==> config.mk <==
export PLATFORM = sky130hd
export DESIGN_NAME = up_down_counter_param_flat
export DESIGN_NICKNAME = d
export VERILOG_FILES = /design/src/rtl/up_down_counter_param_if.sv /design/src/rtl/up_down_counter_param.sv /design/src/flat_wrapper.sv
export SDC_FILE = /design/constraint.sdc
export NUM_CORES = 1
export LEC_CHECK = 0
export CAP_MARGIN = 20
export CORE_ASPECT_RATIO = 0.75
export CORE_MARGIN = 2
export CORE_UTILIZATION = 37
export DETAILED_ROUTE_END_ITERATION = 10
export MAX_ROUTING_LAYER = met4
export PLACE_DENSITY_LB_ADDON = 0.15
export SETUP_SLACK_MARGIN = 0.2
export SYNTH_ARGS = -nofsm -noshare
export SYNTH_HDL_FRONTEND = slang
export SYNTH_SLANG_ARGS = --single-unit
==> constraint.sdc <==
create_clock -name Clock -period 1.95 [get_ports Clock]
set_clock_uncertainty 0.05 [all_clocks]
set_input_delay 0.195 -clock Clock [delete_from_list [all_inputs] [get_ports Clock]]
set_output_delay 0.195 -clock Clock [all_outputs]
set_load 0.03 [all_outputs]
==> src/rtl/up_down_counter_param_if.sv <==
// Purpose : bundles the control inputs and status outputs of up_down_counter_param.
// Latency : none (wires only).
// Backpressure: none; the counter accepts a command on every clock edge.
//
// Port summary (seen from the counter, i.e. the slave modport):
//   in  Enable          apply one step this edge
//   in  UpDown          1 = count up, 0 = count down
//   in  Step            step size (values above MAX_COUNT act as MAX_COUNT)
//   in  Saturate        0 = wrap modulo MAX_COUNT+1, 1 = clip at 0 / MAX_COUNT
//   in  LoadCount       synchronous parallel load, highest priority
//   in  CounterLoad     load value (clamped to MAX_COUNT)
//   in  ClearFlags      synchronous clear of both sticky flags
//   out CounterOutput   registered count
//   out TerminalCount   combinational end-of-range indication for the current direction
//   out Wrap            one-cycle pulse after an enabled crossing edge
//   out OverflowSticky  set by an up-crossing, held until cleared
//   out UnderflowSticky set by a down-crossing, held until cleared
interface up_down_counter_param_if #(
  parameter int WIDTH = 4
);
  logic             Enable;
  logic             UpDown;
  logic [WIDTH-1:0] Step;
  logic             Saturate;
  logic             LoadCount;
  logic [WIDTH-1:0] CounterLoad;
  logic             ClearFlags;
  logic [WIDTH-1:0] CounterOutput;
  logic             TerminalCount;
  logic             Wrap;
  logic             OverflowSticky;
  logic             UnderflowSticky;

  // Whoever drives the counter.
  modport master (
    output Enable, UpDown, Step, Saturate, LoadCount, CounterLoad, ClearFlags,
    input  CounterOutput, TerminalCount, Wrap, OverflowSticky, UnderflowSticky
  );

  // The counter itself.
  modport slave (
    input  Enable, UpDown, Step, Saturate, LoadCount, CounterLoad, ClearFlags,
    output CounterOutput, TerminalCount, Wrap, OverflowSticky, UnderflowSticky
  );
endinterface

==> src/rtl/up_down_counter_param.sv <==
// Purpose : parametrised up/down counter with run-time step, wrap/saturate mode, clamped load and status flags.
// Latency : load/count visible on CounterOutput one edge after sampling; Wrap and sticky flags update on the same edge; TerminalCount is combinational.
// Backpressure: none; a new command is accepted on every clock edge.
//
// Ports:
//   Clock    rising-edge clock
//   Reset_n  asynchronous active-low reset; forces count to RESET_VALUE and clears Wrap and both flags
//   bus      up_down_counter_param_if.slave (see interface file for the per-signal summary)
// Parameters:
//   WIDTH        counter width (>= 2)
//   MAX_COUNT    highest legal count, 1 .. 2**WIDTH-1
//   RESET_VALUE  count after reset, <= MAX_COUNT
module up_down_counter_param #(
  parameter int WIDTH       = 4,
  parameter int MAX_COUNT   = (1 << WIDTH) - 1,
  parameter int RESET_VALUE = 0
) (
  input logic                     Clock,
  input logic                     Reset_n,
  up_down_counter_param_if.slave  bus
);

  // Constants at counter width and at one extra bit. The extra bit keeps
  // count+step and count+modulus exact: both are at most 2*MAX_COUNT+1,
  // which always fits in WIDTH+1 bits.
  localparam logic [WIDTH-1:0] MAX_W      = WIDTH'(MAX_COUNT);
  localparam logic [WIDTH-1:0] RESET_W    = WIDTH'(RESET_VALUE);
  localparam logic [WIDTH:0]   MAX_EXT    = (WIDTH + 1)'(MAX_COUNT);
  localparam logic [WIDTH:0]   MODULUS    = (WIDTH + 1)'(MAX_COUNT + 1);

  logic [WIDTH-1:0] countQ;
  logic             wrapQ;
  logic             overflowQ;
  logic             underflowQ;

  logic [WIDTH-1:0] stepEff;
  logic [WIDTH-1:0] loadEff;
  logic [WIDTH:0]   countExt;
  logic [WIDTH:0]   stepExt;
  logic [WIDTH:0]   sumExt;
  logic [WIDTH-1:0] countNext;
  logic             crossUp;
  logic             crossDown;

  // Out-of-range step and load values are pulled back to MAX_COUNT so the
  // arithmetic below never has to reason about operands beyond the range.
  always_comb begin
    stepEff = (bus.Step > MAX_W) ? MAX_W : bus.Step;
    loadEff = (bus.CounterLoad > MAX_W) ? MAX_W : bus.CounterLoad;
  end

  always_comb begin
    countExt  = {1'b0, countQ};
    stepExt   = {1'b0, stepEff};
    sumExt    = countExt + stepExt;
    countNext = countQ;
    crossUp   = 1'b0;
    crossDown = 1'b0;

    if (bus.LoadCount) begin
      // Load beats counting and never raises a crossing.
      countNext = loadEff;
    end else if (bus.Enable && (stepEff != '0)) begin
      if (bus.UpDown) begin
        if (sumExt <= MAX_EXT) begin
          countNext = sumExt[WIDTH-1:0];
        end else begin
          // Saturating at the bound still counts as a crossing, even when
          // the count was already sitting there.
          crossUp   = 1'b1;
          countNext = bus.Saturate ? MAX_W : WIDTH'(sumExt - MODULUS);
        end
      end else begin
        if (stepExt <= countExt) begin
          countNext = WIDTH'(countExt - stepExt);
        end else begin
          crossDown = 1'b1;
          countNext = bus.Saturate ? '0 : WIDTH'(countExt + MODULUS - stepExt);
        end
      end
    end
  end

  always_ff @(posedge Clock or negedge Reset_n) begin
    if (!Reset_n) begin
      countQ     <= RESET_W;
      wrapQ      <= 1'b0;
      overflowQ  <= 1'b0;
      underflowQ <= 1'b0;
    end else begin
      countQ     <= countNext;
      wrapQ      <= crossUp | crossDown;
      // A crossing on the same edge as a clear keeps the flag set.
      overflowQ  <= crossUp   | (overflowQ  & ~bus.ClearFlags);
      underflowQ <= crossDown | (underflowQ & ~bus.ClearFlags);
    end
  end

  assign bus.CounterOutput   = countQ;
  assign bus.Wrap            = wrapQ;
  assign bus.OverflowSticky  = overflowQ;
  assign bus.UnderflowSticky = underflowQ;
  // End of range depends on the direction currently requested, not the
  // direction of the last step.
  assign bus.TerminalCount   = bus.UpDown ? (countQ == MAX_W) : (countQ == '0);

endmodule

==> src/flat_wrapper.sv <==
// flat-port wrapper written by rule: the top's interface ports become plain ports
module up_down_counter_param_flat 
#(
  parameter int WIDTH       = 4,
  parameter int MAX_COUNT   = (1 << WIDTH) - 1,
  parameter int RESET_VALUE = 0
)
  (Clock, Reset_n, bus_Enable, bus_UpDown, bus_Step, bus_Saturate, bus_LoadCount, bus_CounterLoad, bus_ClearFlags, bus_CounterOutput, bus_TerminalCount, bus_Wrap, bus_OverflowSticky, bus_UnderflowSticky);
  up_down_counter_param_if #(.WIDTH(WIDTH)) bus_i ();
  input logic Clock;
  input logic Reset_n;
  input wire logic [$bits(bus_i.Enable)-1:0] bus_Enable;
  input wire logic [$bits(bus_i.UpDown)-1:0] bus_UpDown;
  input wire logic [$bits(bus_i.Step)-1:0] bus_Step;
  input wire logic [$bits(bus_i.Saturate)-1:0] bus_Saturate;
  input wire logic [$bits(bus_i.LoadCount)-1:0] bus_LoadCount;
  input wire logic [$bits(bus_i.CounterLoad)-1:0] bus_CounterLoad;
  input wire logic [$bits(bus_i.ClearFlags)-1:0] bus_ClearFlags;
  output wire logic [$bits(bus_i.CounterOutput)-1:0] bus_CounterOutput;
  output wire logic [$bits(bus_i.TerminalCount)-1:0] bus_TerminalCount;
  output wire logic [$bits(bus_i.Wrap)-1:0] bus_Wrap;
  output wire logic [$bits(bus_i.OverflowSticky)-1:0] bus_OverflowSticky;
  output wire logic [$bits(bus_i.UnderflowSticky)-1:0] bus_UnderflowSticky;
  assign bus_i.Enable = bus_Enable;
  assign bus_i.UpDown = bus_UpDown;
  assign bus_i.Step = bus_Step;
  assign bus_i.Saturate = bus_Saturate;
  assign bus_i.LoadCount = bus_LoadCount;
  assign bus_i.CounterLoad = bus_CounterLoad;
  assign bus_i.ClearFlags = bus_ClearFlags;
  assign bus_CounterOutput = bus_i.CounterOutput;
  assign bus_TerminalCount = bus_i.TerminalCount;
  assign bus_Wrap = bus_i.Wrap;
  assign bus_OverflowSticky = bus_i.OverflowSticky;
  assign bus_UnderflowSticky = bus_i.UnderflowSticky;
  up_down_counter_param #(.WIDTH(WIDTH), .MAX_COUNT(MAX_COUNT), .RESET_VALUE(RESET_VALUE)) u_core (.Clock(Clock), .Reset_n(Reset_n), .bus(bus_i));
endmodule
# After elaboration in Yosys (flattened, before gate mapping)

Index checks and enable logic that the tools add are counted.

Logic and storage cells: 42
Output and inout port bits: 8
Memory bits (read-only): 0
Input port bits: 15
Flip-flop bits (word level): 7
Bits in latches: 0
Memory bits (writable): 0
Memories kept: 0

Shift operators: 0
Order comparisons: 4
Mux-type cells: 18
Bitwise operators: 6
Div/mod/pow operators: 0
Eq/ne operators: 1
Add/sub/neg operators: 5
Multipliers: 0
Reductions and logical operators: 4

Operator list:

| cell                                                            | number |
|---|---|
| two-way mux 4 bit                                               | 9 |
| two-way mux 1 bit                                               | 9 |
| > comparator 4 bit (second input constant)                      | 2 |
| subtractor 4 bit                                                | 2 |
| adder 4 x 4 -> 5 bit                                            | 1 |
| less-or-equal comparator 5 x 4 -> 1 bit (second input constant) | 1 |
| adder 4 x 1 -> 4 bit (second input constant)                    | 1 |
| equality test 4 bit (second input constant)                     | 1 |
| less-or-equal comparator 4 bit                                  | 1 |
| zero test 4 bit                                                 | 1 |
| nonzero test 4 bit                                              | 1 |
| subtractor 4 x 1 -> 4 bit (second input constant)               | 1 |
| OR 1 bit                                                        | 3 |
| AND 1 bit                                                       | 2 |
| nonzero test 2 bit                                              | 1 |
| logical AND 1 bit                                               | 1 |
| inverter 1 bit                                                  | 1 |

# Depth between registers and ports, before layout

Depth in word-level cells: 9
Gate-level depth with buffers: 7
Gate-level depth less buffers: 7

# Worst setup path after synthesis

Ideal clock, no wire load.

Path kind: flip-flop to flip-flop
Start point: register u_core.countQ[0] (netlist: u_core.bus.CounterOutput[0])
End point: register u_core.countQ[0] (netlist: u_core.bus.CounterOutput[0])
Buffers on the path: 0
Arrival: 1821 ps
Library setup time: 78 ps
Stages on the path, launching flop included: 8
Period minus slack after synthesis: 1948 ps
Setup slack: 2 ps
Required time: 1822 ps
Cells stage by stage: dfrtp_1 > inv_1 > ha_1 > fa_1 > a21boi_1 > o211ai_1 > o21bai_1 > a21oi_1

Longest elaborated chain between the ends: 7
Elaborated cells on any way between the ends: 14
Classes of those cells: add/sub (5); order compare (2); mux (7)

RTL lines:

| element                                                              | line                                                     | source |
|---|---|---|
| from (decl)                                                          | up_down_counter_param.sv:31                              | `logic [WIDTH-1:0] countQ;` |
| from (signal assigned)                                               | up_down_counter_param.sv:91                              | `countQ <= countNext;` |
| adder 4 x 1 -> 4 bit / adder 4 x 4 -> 5 bit (equally long branches)  | up_down_counter_param.sv:78, up_down_counter_param.sv:55 |  |
| subtractor 4 bit / subtractor 4 x 1 -> 4 bit (equally long branches) | up_down_counter_param.sv:78, up_down_counter_param.sv:71 |  |
| two-way mux 4 bit (on tied branches)                                 | up_down_counter_param.sv:78, up_down_counter_param.sv:71 |  |
| two-way mux 4 bit (on tied branches)                                 | up_down_counter_param.sv:74, up_down_counter_param.sv:65 |  |
| two-way mux 4 bit *                                                  | up_down_counter_param.sv:64                              | `if (bus.UpDown) begin` |
| two-way mux 4 bit *                                                  | up_down_counter_param.sv:63                              | `end else if (bus.Enable && (stepEff != '0)) begin` |
| two-way mux 4 bit *                                                  | up_down_counter_param.sv:60                              | `if (bus.LoadCount) begin` |

Every way passes the cells marked *; elsewhere a longest branch is shown, timed or not. The select of a mux whose other input is x is not followed.
A chain may end at the register's enable or synchronous reset.

# Worst setup path in the final report

Start point: register u_core.countQ[0] (netlist: u_core.bus.CounterOutput[0])
End point: register u_core.countQ[2] (netlist: u_core.bus.CounterOutput[2])

The elaborated chain is that of the path after synthesis.

==> metrics.md <==
| Metric | Value |
|---|---|
| Outcome | finished, final reports clean |
| Netlist cell types | 33 |
| Synth top area share | 24.9% |
| Clk slew on worst S/H paths | 0.06 ns |
| Layout Nets | 146 |
| PortBufs | 22 |
| Crit-path max cell delay | 0.42 ns |
| Critical path's most frequent cell | buf_4 |
| Antenna-violating nets left | 0 |
| Gate power share | 58.6% |
| Grt ovf | 0 |
| Fin. max-slew vios | 0 |
| H-Tree Depth | 1 |
| Hold WC Path Type | in2async |
| I/O pin count | 23 |
| Total power | 0.772 mW |
| Critical path, cell by cell | inv_2 > ha_4 > fa_2 > buf_4 > buf_4 > xnor2_2 > a31oi_1 > a21oi_1 |
| Hold buffer count at cts | 0 |
| CTS Root Cell | clkbuf_4 |
| Final setup fails | 0 |
| WP data required | 2.04 ns |
| Reg2Reg Depth | 8 |
| Via/cell ratio | 5.42 |
| Number of global-route vias before repair | 712 |
| Peak Freq | 553 MHz |
| Sequential-to-total area share from yosys stat | 24.9% |
| Final Util | 66.5% |
| # Max-Cap Violations | 0 |
| Peak VDD IR | 0.354 mV |
| Die W | 54.4 um |
| Synth Net Count | 103 |
| Largest net degree at the start of global routing | 8 |
| Num CTS Buffers | 3 |
| Die Height | 41.8 um |
| Post-DP HPWL | 1700 um |
| Total wire length | 2270 um |
| Sequential Power Share | 23.7% |
| Critical Path End Type | register |
| Fill cells | 150 |
| # DRC | 0 |
| CTS max path bufs | 2 |
| Cells after synthesis | 78 |
| Power density of the placed cells | 661 nW/um^2 |
| Starting density of the core | 40.1% |
| Core Area | 1760 um^2 |
| Clk_lat worst skew | 0.26 ns |
| Post-layout worst setup margin | 0.143 ns |
| Clock network fraction of design power | 17.7% |
| Cell area after synthesis | 704 um^2 |
| Leakage Power | 0.510 nW |
| Leading post-synthesis cells by cell area | dfrtp_1 (25%), ha_1 (14%), inv_1 (6.4%) |
| Internal power | 0.463 mW |
| Cell row count | 13 |
| Largest area contributor in the netlist | dfrtp_1 |
| #FFs+latches synth | 7 |
| Multi-input logic area | 538 um^2 |
| Critical Path AT | 1.90 ns |
| CTS tree | yes |
| CP max stage cell | dfrtp_2 |
| Ys Warns | 0 |
| Total track usage | 21.2% |
| Crit path kind | reg2reg |
| Worst-margin pin slew | 0.328 ns |
| Initial antenna violation count | 0 |
| Via count | 769 |
| Switching Fraction | 40.0% |
| RePlAce Congestion | 0.937 |
| First-pass DRT Iterations | 4 |
| Post-DR wirelength/cell | 16.0 um |
| Register area | 178 um^2 |
| Fin. Hold Viols | 0 |
| Final worst path period need | 1.81 ns |
| Critical path launch point type | register |
| Post-Place Cells | 132 |
| Layout area overhead | 65.7% |
| Max_slew headroom | 77.9% |
| Dpl ws | -0.149 ns |
| Share of layout cells above drive strength 1 | 33.3% |
| Iteration-0 DRC Markers | 15 |
| Max Fanout on Critical Path | 4 |
| Final period utilization | 92.7% |
| Final non-filler cell total | 142 |
| Ant diodes | 0 |
| Die area | 2270 um^2 |
| Hold slack | 0.146 ns |
| RSZ-0062 raised after global routing | true |
| Global-route wire length before repair | 3370 um |
| P_sw | 0.309 mW |
| TritonCTS sink count | 7 |
| Syn Area/Cell | 9.03 um^2 |
-- sequential cells by signal, indices dropped and copies added (netlist names) --
| signal | count |
|---|---|
| u_core.bus.CounterOutput | 4 |
| u_core.bus.OverflowSticky | 1 |
| u_core.bus.UnderflowSticky | 1 |
| u_core.bus.Wrap | 1 |
-- path summary, 6_finish.rpt --
check / start / endpoint / slack, ns
setup / recovery: u_core.bus.CounterOutput[0] / u_core.bus.CounterOutput[2] / 0.14
hold / removal: Reset_n / u_core.bus.OverflowSticky / 0.15
setup reg to reg: u_core.bus.CounterOutput[0] / u_core.bus.CounterOutput[2] / 0.14
hold reg to reg: u_core.bus.OverflowSticky / u_core.bus.OverflowSticky / 0.50
max in group asynchronous: Reset_n / u_core.bus.CounterOutput[0] / 1.43
min in group Clock: bus_ClearFlags / u_core.bus.OverflowSticky / 0.50
-- power by group through the flow --
| stage | registers (mW) | clock network [mW] | logic [mW] |
|---|---|---|---|
| final | 0.183 | 0.137 | 0.452 |
| after global routing | 0.185 | 0.149 | 0.481 |
| after CTS | 0.182 | 0.137 | 0.410 |
| after detailed placement | 0.186 | 0 | 0.375 |
| after global placement | 0.185 | 0 | 0.371 |
| after floorplan | 0.220 | 0 | 0.185 |
-- final cells by class --
type | instances | area share, %
flip-flops and latches | 7 | 15.2
clock buffers | 4 | 2.25
repair buffers | 39 | 29.9
inverters | 13 | 4.18
multi-input cells | 57 | 46.1
well taps | 22 | 2.36
-- per-stage QoR --
stage	TNS (ns)	area, um^2
6_report	0	1170
5_1_grt	0	1170
4_1_cts	0	1110
3_5_place_dp	-0.333	1030
3_3_place_gp	-0.167	1030
2_1_floorplan	0	714
-- worst max-delay path: cells and delay by family, from the launching register on --
family                     cells  cell delay, ns
buffers and inverters          3            0.34
xor gates and xnor gates       1            0.12
adders and majority gates      2            0.50
DFF                            1            0.42
AOI/OAI and AO/OA              2            0.27
-- cell usage after synthesis --
library cell,number
o21ai_0,3
a31oi_1,3
clkinv_1,1
a41oi_2,1
buf_4,1
inv_1,12
or2b_4,1
xnor2_1,2
a21o_1,1
nand2b_4,1
o22ai_1,6
a21oi_1,6
nor2_1,1
o211ai_1,1
o31a_1,1
nand2_1,4
a21boi_1,1
o21bai_1,1
nand3_1,3
ha_1,8
nand3b_1,1
nor4_1,1
nand4_1,1
nor3_1,1
dfrtp_1,7
o211ai_2,1
a221oi_2,1
nor3b_2,1
o41ai_2,1
fa_1,2
nor2b_1,1
o21ai_1,1
or4_1,1
-- kinds of logic (layout without fill, tap and decap cells) --
family | after synthesis | after routing | share of synthesized area (%)
compound gates | 28 | 28 | 29.1
simple gates | 17 | 17 | 15.6
buf+inv | 14 | 56 | 7.99
fa+ha+maj | 10 | 10 | 19.9
flops | 7 | 7 | 24.9
xor+xnor | 2 | 2 | 2.49
-- repair_timing --
item / CTS / global route
gates cloned: 0 / 0
resized for setup: 5 / 5
setup buffers: 3 / 3
pin swaps: 3 / 4
endpoints found under the setup margin: 7 / 7
hold endpoints to repair: 0 / 0
-- routing by layer --
layer	part of all wire [%]	GRT usage [%]	vias to the layer above
met4	0.88	7.50	0
met1	47	30.2	362
li1	-	-	375
met3	4.1	2.16	3
met5	0	-	-
met2	48	30.8	29
-- cells in the final DEF, fill, tap and decap left out, drive strengths merged, types with 2 or more instances in the layout --
cell type / instances
clkdlybuf4s50: 21
buf: 18
inv: 12
ha: 8
dfrtp: 7
a21oi: 6
o22ai: 6
nand2: 4
o21ai: 4
clkbuf: 4
nand3: 3
a31oi: 3
fa: 2
o211ai: 2
xnor2: 2
(Power assumes the default switching activity.)
